==> src/rtl/counter_increment_sched.sv <==
// Involuntary counter increment scheduler: gathers +1/-1 requests per counter cell, parks the
// sequencer at an instruction boundary and read-modify-writes the counter words in memory.
module counter_increment_sched #(
  parameter int unsigned N_CNT        = 8,
  parameter int unsigned AW           = 12,
  parameter int unsigned DW           = 16,
  parameter int unsigned BASE_ADDR    = 20,
  parameter int unsigned MEM_LAT      = 1,
  parameter int unsigned MAX_PER_SLOT = 2
) (
  input  logic             clk,
  input  logic             rst,
  input  logic [N_CNT-1:0] inc_req,
  input  logic [N_CNT-1:0] dec_req,
  input  logic             slot_ok,
  output logic             hold,
  output logic             mem_req,
  output logic [AW-1:0]    mem_addr,
  input  logic [DW-1:0]    mem_rdata,
  output logic [DW-1:0]    mem_wdata,
  output logic             mem_wr,
  output logic [N_CNT-1:0] ovf,
  output logic             drop
);

  localparam int unsigned IdxW = (N_CNT > 1) ? $clog2(N_CNT) : 1;
  localparam int unsigned LatW = $clog2(MEM_LAT + 1);
  localparam int unsigned SrvW = $clog2(MAX_PER_SLOT + 1);

  typedef enum logic [2:0] {
    StIdle,
    StWaitSlot,
    StRead,
    StWrite,
    StRelease
  } state_e;

  state_e            state_q, state_d;
  logic signed [2:0] net_q [N_CNT];
  logic signed [2:0] net_d [N_CNT];
  logic [IdxW-1:0]   sel_q, sel_d;
  logic              dir_q, dir_d;
  logic [LatW-1:0]   lat_q, lat_d;
  logic [SrvW-1:0]   srv_q, srv_d;
  logic [DW-1:0]     data_q, data_d;
  logic              armed_q, armed_d;
  logic              drop_q, drop_d;

  logic signed [3:0] base_s [N_CNT];
  logic signed [3:0] req_s  [N_CNT];
  logic signed [3:0] sum_s  [N_CNT];
  logic              any_d;
  logic [IdxW-1:0]   first_d;
  logic              wrapped;
  logic              more_ok;

  // Write credit is taken before the new request is applied, so a request arriving in the write
  // cycle of a saturated cell still fits.
  always_comb begin
    drop_d = 1'b0;
    for (int i = 0; i < int'(N_CNT); i++) begin
      base_s[i] = {net_q[i][2], net_q[i]};
      if (state_q == StWrite && sel_q == IdxW'(i)) begin
        if (base_s[i] > 4'sd0) begin
          base_s[i] = base_s[i] - 4'sd1;
        end else if (base_s[i] < 4'sd0) begin
          base_s[i] = base_s[i] + 4'sd1;
        end
      end
      if (inc_req[i] && !dec_req[i]) begin
        req_s[i] = 4'sd1;
      end else if (dec_req[i] && !inc_req[i]) begin
        req_s[i] = -4'sd1;
      end else begin
        req_s[i] = 4'sd0;
      end
      sum_s[i] = base_s[i] + req_s[i];
      if (sum_s[i] > 4'sd3 || sum_s[i] < -4'sd3) begin
        net_d[i] = base_s[i][2:0];
        drop_d   = 1'b1;
      end else begin
        net_d[i] = sum_s[i][2:0];
      end
    end
  end

  // Lowest pending cell wins.
  always_comb begin
    any_d   = 1'b0;
    first_d = '0;
    for (int i = int'(N_CNT) - 1; i >= 0; i--) begin
      if (net_d[i] != 3'sd0) begin
        any_d   = 1'b1;
        first_d = IdxW'(i);
      end
    end
  end

  always_comb begin
    wrapped = dir_q ? (&data_q) : ~(|data_q);
    more_ok = (32'(srv_q) + 32'd1) < MAX_PER_SLOT;
  end

  always_comb begin
    state_d   = state_q;
    sel_d     = sel_q;
    dir_d     = dir_q;
    lat_d     = lat_q;
    srv_d     = srv_q;
    data_d    = data_q;
    hold      = 1'b0;
    mem_req   = 1'b0;
    mem_addr  = '0;
    mem_wdata = '0;
    mem_wr    = 1'b0;
    ovf       = '0;

    unique case (state_q)
      StIdle: begin
        if (any_d && armed_q) begin
          state_d = StWaitSlot;
        end
      end
      StWaitSlot: begin
        hold = 1'b1;
        if (slot_ok) begin
          if (any_d) begin
            state_d = StRead;
            sel_d   = first_d;
            dir_d   = net_d[first_d] > 3'sd0;
            lat_d   = '0;
            srv_d   = '0;
          end else begin
            // Pending work cancelled while waiting; nothing to do in this slot.
            state_d = StIdle;
          end
        end
      end
      StRead: begin
        hold     = 1'b1;
        mem_req  = 1'b1;
        mem_addr = AW'(BASE_ADDR) + AW'(sel_q);
        if (32'(lat_q) == MEM_LAT) begin
          data_d  = mem_rdata;
          state_d = StWrite;
        end else begin
          lat_d = lat_q + LatW'(1);
        end
      end
      StWrite: begin
        hold       = 1'b1;
        mem_req    = 1'b1;
        mem_addr   = AW'(BASE_ADDR) + AW'(sel_q);
        mem_wr     = 1'b1;
        mem_wdata  = dir_q ? (data_q + DW'(1)) : (data_q - DW'(1));
        ovf[sel_q] = wrapped;
        if (more_ok && any_d) begin
          state_d = StRead;
          sel_d   = first_d;
          dir_d   = net_d[first_d] > 3'sd0;
          lat_d   = '0;
          srv_d   = srv_q + SrvW'(1);
        end else begin
          state_d = StRelease;
        end
      end
      StRelease: begin
        state_d = StIdle;
      end
      default: begin
        state_d = StIdle;
      end
    endcase
  end

  // armed guarantees the sequencer executes at least one instruction between slots.
  always_comb begin
    if (state_q == StRelease) begin
      armed_d = 1'b0;
    end else if (!slot_ok) begin
      armed_d = 1'b1;
    end else begin
      armed_d = armed_q;
    end
  end

  assign drop = drop_q;

  always_ff @(posedge clk) begin
    if (rst) begin
      state_q <= StIdle;
      sel_q   <= '0;
      dir_q   <= 1'b0;
      lat_q   <= '0;
      srv_q   <= '0;
      data_q  <= '0;
      armed_q <= 1'b1;
      drop_q  <= 1'b0;
      for (int i = 0; i < int'(N_CNT); i++) begin
        net_q[i] <= 3'sd0;
      end
    end else begin
      state_q <= state_d;
      sel_q   <= sel_d;
      dir_q   <= dir_d;
      lat_q   <= lat_d;
      srv_q   <= srv_d;
      data_q  <= data_d;
      armed_q <= armed_d;
      drop_q  <= drop_d;
      for (int i = 0; i < int'(N_CNT); i++) begin
        net_q[i] <= net_d[i];
      end
    end
  end

endmodule

==> config.mk <==
export PLATFORM = sky130hd
export DESIGN_NAME = counter_increment_sched
export DESIGN_NICKNAME = d
export VERILOG_FILES = /design/src/rtl/counter_increment_sched.sv
export SDC_FILE = /design/constraint.sdc
export NUM_CORES = 1
export LEC_CHECK = 0
export CORE_MARGIN = 1
export CORE_UTILIZATION = 65
export DETAILED_ROUTE_END_ITERATION = 12
export DONT_BUFFER_PORTS = 1
export PLACE_DENSITY = 0.87
export SLEW_MARGIN = 30
export SYNTH_ARGS = -nofsm -noshare
export SYNTH_HDL_FRONTEND = slang
export SYNTH_SLANG_ARGS = --single-unit
==> constraint.sdc <==
create_clock -name clk -period 6.15 [get_ports clk]
set_input_delay 0.9225 -clock clk [delete_from_list [all_inputs] [get_ports clk]]
set_output_delay 0.9225 -clock clk [all_outputs]
set_load 0.005 [all_outputs]
==> out/metrics.yaml <==
power:
  cellPowerDensity_mw_per_mm2: 346.9
  p_int_w: 0.001121
  peakVddDrop_mv: 0.2074
  sequentialPowerShare: 0.215
  p_switching_w: 0.001168
  p_comb_frac: 0.691
  clockPowerShare: 0.094
  p_sw_frac: 0.5101
  p_leak_nw: 2.832
clock_tree:
  clock_latency_ps: 330
  cts_sinks: 52
  cts_max_path_buffers: 2
  ctsHoldBuffers: 0
  htree_levels: 2
  cts_buffers: 5
  cts_tree: "done"
  post_cts_resized: 0
  post_cts_buffers: 0
  cts_root_buffer: "clkbuf_8"
  clk_pin_slew_ps: 110
setup_path:
  cpMostUsedCell: "o21ai_0"
  required_ps: 6410
  path_class: "reg -> reg"
  r2r_end: "dir_q$_SDFFE_PP0P_"
  startpoint_type: "flop"
  cp_slowest_cell: "or4b_1"
  worstPathCellList: "or3b_1 -> nor2_1 -> o21ai_0 -> xnor2_1 -> ha_1 -> inv_1 -> fa_1 -> xor2_1 -> o21ai_0 -> mux2i_1 -> o22ai_1 -> or2_2 -> or4b_1 -> and4b_1 -> and3_4 -> a211oi_2"
  cpPeakStageDelay_ps: 680
  timing.rr.start: "state_q[0]$_SDFFE_PP0P_"
  end_kind: "flop"
  ff2ff_path_depth: 16
  worstPathMaxFanout: 14
  worst_ep_arrival_time_ps: 5680
  r2r_slack_ps: 730
place:
  dpl.hpwl_um: 12420
  gp_congestion: 0.9361
  io_buffers: 0
  pre_cts_slack_ps: 882.7
floorplanning:
  num_rows: 36
  core_area_sq_mm: 0.009729
  die_area_sq_mm: 0.01041
  die_height_um: 102.0
  io_pins: 75
  die_w_um: 102.0
  start_util: 0.6685
layout:
  area_growth_pct: 1.443
  fill_cells: 829
  final_common_cell: "inv_1"
  layout_common_cells: "94 x inv_1, 85 x nor2_1, 72 x nand2_1"
  insertedDiodeCount: 0
  fin_nets: 957
  drive_gt1_frac: 0.04745
synth:
  yosysSeqAreaShare: 0.1601
  synth.area.mux_share: 0.04213
  netlist_area_sq_mm: 0.006504
  syn_avg_cell_area_sq_um: 7.536
  synth_xor_xnor_area_share: 0.06233
  synth_edf_count: 0
  yosys_register_bits: 52
  async_reset_ff_frac: 0
  synth.distinct_cells: 81
  synth_compound_area_frac: 0.2253
  synth_top_family_by_area: "simple AND/OR/NAND/NOR gates"
  synthCells: 863
  synthSimpleGateAreaFrac: 0.2599
  synth_ff_type: "dfxtp_1"
  synthAdderAreaFrac: 0.1643
  synth-warning-count: 0
sta:
  relSlewSlack: 0.3723
  skew_ps: 13.14
  max_slew.worst_pin.slew_ps: 937.3
  fmax_mhz: 184.5
  setup_viol: 0
  fin_crit_sh: 0.8814
  setup_tns_ps: 0
  period_minus_slack_ps: 5421
  rsz0062_at_grt: "no"
  drv_slew: 0
  hold_violations: 0
  setup_ws_ps: 729.5
min_path:
  worstHoldStart: "srv_q[0]$_SDFFE_PP0P_"
  min_to: "srv_q[0]$_SDFFE_PP0P_"
  hold-path-cell-count: 2
  min_path_type: "reg -> reg"
routing:
  antenna_left: 0
  num_vias: 6141
  first_pass_iters: 5
  wl_um: 15560
  wl_per_cell_um: 15.94
  drc_errors: 0
  first_iter_violations: 371
  viasPerCell: 6.292
grt:
  grt_antenna_before_repair: 0
  grt_max_degree: 54
  grt_pass1_wl_um: 25500
  grt.total_usage: 0.3007
  grt_pass1_vias: 5697
  grt_overflow: 0
status:
  status: "completed"
flow_run:
  drv_cap: 0
==> worst max-delay path: cells and delay by family, from the launching register on <==
family	cells	cell delay, ps
compound gates	4	720
xor+xnor	2	590
fa+ha+maj	2	610
buf+inv	1	60
flops	1	590
mux	1	330
simple gates	6	2460
==> state kept, by name (all words and copies together) (netlist names) <==
register	cells
state_q	3
data_q	16
armed_q	1
net_q	24
sel_q	3
drop	1
srv_q	2
lat_q	1
dir_q	1
==> per-layer routing <==
layer | wire (um) | part of all wire | global-route usage | vias up
met4 | 306 | 0.020 | 0.09670 | 0
met1 | 6506 | 0.42 | 0.3559 | 2853
li1 | - | - | - | 3021
met5 | 0 | 0 | 0 | -
met2 | 7776 | 0.50 | 0.5570 | 236
met3 | 972 | 0.062 | 0.04104 | 31
==> Yosys cell counts, drive strengths merged (5+ instances only) <==
master | n | area (sq um)
a21oi | 66 | 345.3
or3 | 10 | 62.56
a41oi | 6 | 52.55
and2 | 8 | 50.05
or3b | 5 | 43.80
dfxtp | 52 | 1041
and3b | 8 | 70.07
o211ai | 13 | 102.6
nand4 | 11 | 68.82
fa | 9 | 180.2
clkbuf | 17 | 63.81
nor3 | 29 | 145.1
nor4 | 9 | 56.30
xnor2 | 25 | 219.0
a211oi | 11 | 87.58
and3 | 13 | 86.33
a21o | 12 | 90.09
o21bai | 7 | 52.55
o21ai | 29 | 145.1
or2 | 5 | 33.78
a2111oi | 5 | 81.33
nand3 | 21 | 105.1
a31oi | 10 | 62.56
nand3b | 5 | 37.54
buf | 19 | 138.9
nand2 | 73 | 276.5
inv | 94 | 352.8
ha | 71 | 888.4
xor2 | 11 | 96.34
nand2b | 17 | 106.4
mux2i | 24 | 240.2
nor2b | 12 | 75.07
nor2 | 85 | 319.1
a32o | 5 | 51.30
==> final cells by class <==
class	instances	area, sq um	area share
multi-input combinational	687	4930	0.7472
sequential	52	1041	0.1578
inverter	94	352.8	0.05348
tap	133	166.4	0.02522
clock buffer	5	68.82	0.01043
clock inverter	3	23.77	0.003603
timing repair buffer	2	15.01	0.002276
==> stage by stage <==
| step | hold slack (ps) | area (sq um) | cells | utilization | total power, W |
|---|---|---|---|---|---|
| 6_report | 466.6 | 6598 | 976 | 0.6781 | 0.002289 |
| 5_1_grt | 520.1 | 6598 | 976 | 0.6781 | 0.002496 |
| 4_1_cts | 472.1 | 6598 | 976 | 0.6781 | 0.002261 |
| 3_5_place_dp | 458.5 | 6505 | 968 | 0.6686 | 0.002044 |
| 3_3_place_gp | 449.5 | 6505 | 968 | 0.6686 | 0.001951 |
| 2_1_floorplan | 445.2 | 6526 | 869 | - | 0.001747 |
==> power groups by stage <==
stage / clock network [W] / registers [W] / logic [W]
after floorplan: 0 / 0.000454 / 0.00129
after global routing: 0.000230 / 0.000501 / 0.00177
after CTS: 0.000216 / 0.000487 / 0.00156
final: 0.000215 / 0.000492 / 0.00158
after detailed placement: 0 / 0.000495 / 0.00155
after global placement: 0 / 0.000488 / 0.00146
==> logic make-up after synthesis <==
| group | count (synthesis) |
|---|---|
| simple gates | 326 |
| compound gates | 207 |
| buf+inv | 130 |
| fa+ha+maj | 80 |
| flops | 52 |
| xor+xnor | 40 |
| mux | 27 |
| other cells | 1 |
==> worst max path at each step <==
stage | startpoint | endpoint | cells past startpoint | slack, ps
floorplan | net_q[0][6]$_SDFF_PP0_ | dir_q$_SDFFE_PP0P_ | 22 | 1490
global placement | state_q[0]$_SDFFE_PP0P_ | dir_q$_SDFFE_PP0P_ | 16 | 1100
detailed placement | state_q[0]$_SDFFE_PP0P_ | dir_q$_SDFFE_PP0P_ | 16 | 880
CTS | state_q[0]$_SDFFE_PP0P_ | dir_q$_SDFFE_PP0P_ | 16 | 840
global route | state_q[1]$_SDFFE_PP0P_ | dir_q$_SDFFE_PP0P_ | 16 | 400
finish | state_q[0]$_SDFFE_PP0P_ | dir_q$_SDFFE_PP0P_ | 16 | 730
Note: power is estimated with default switching activity, not from simulation.
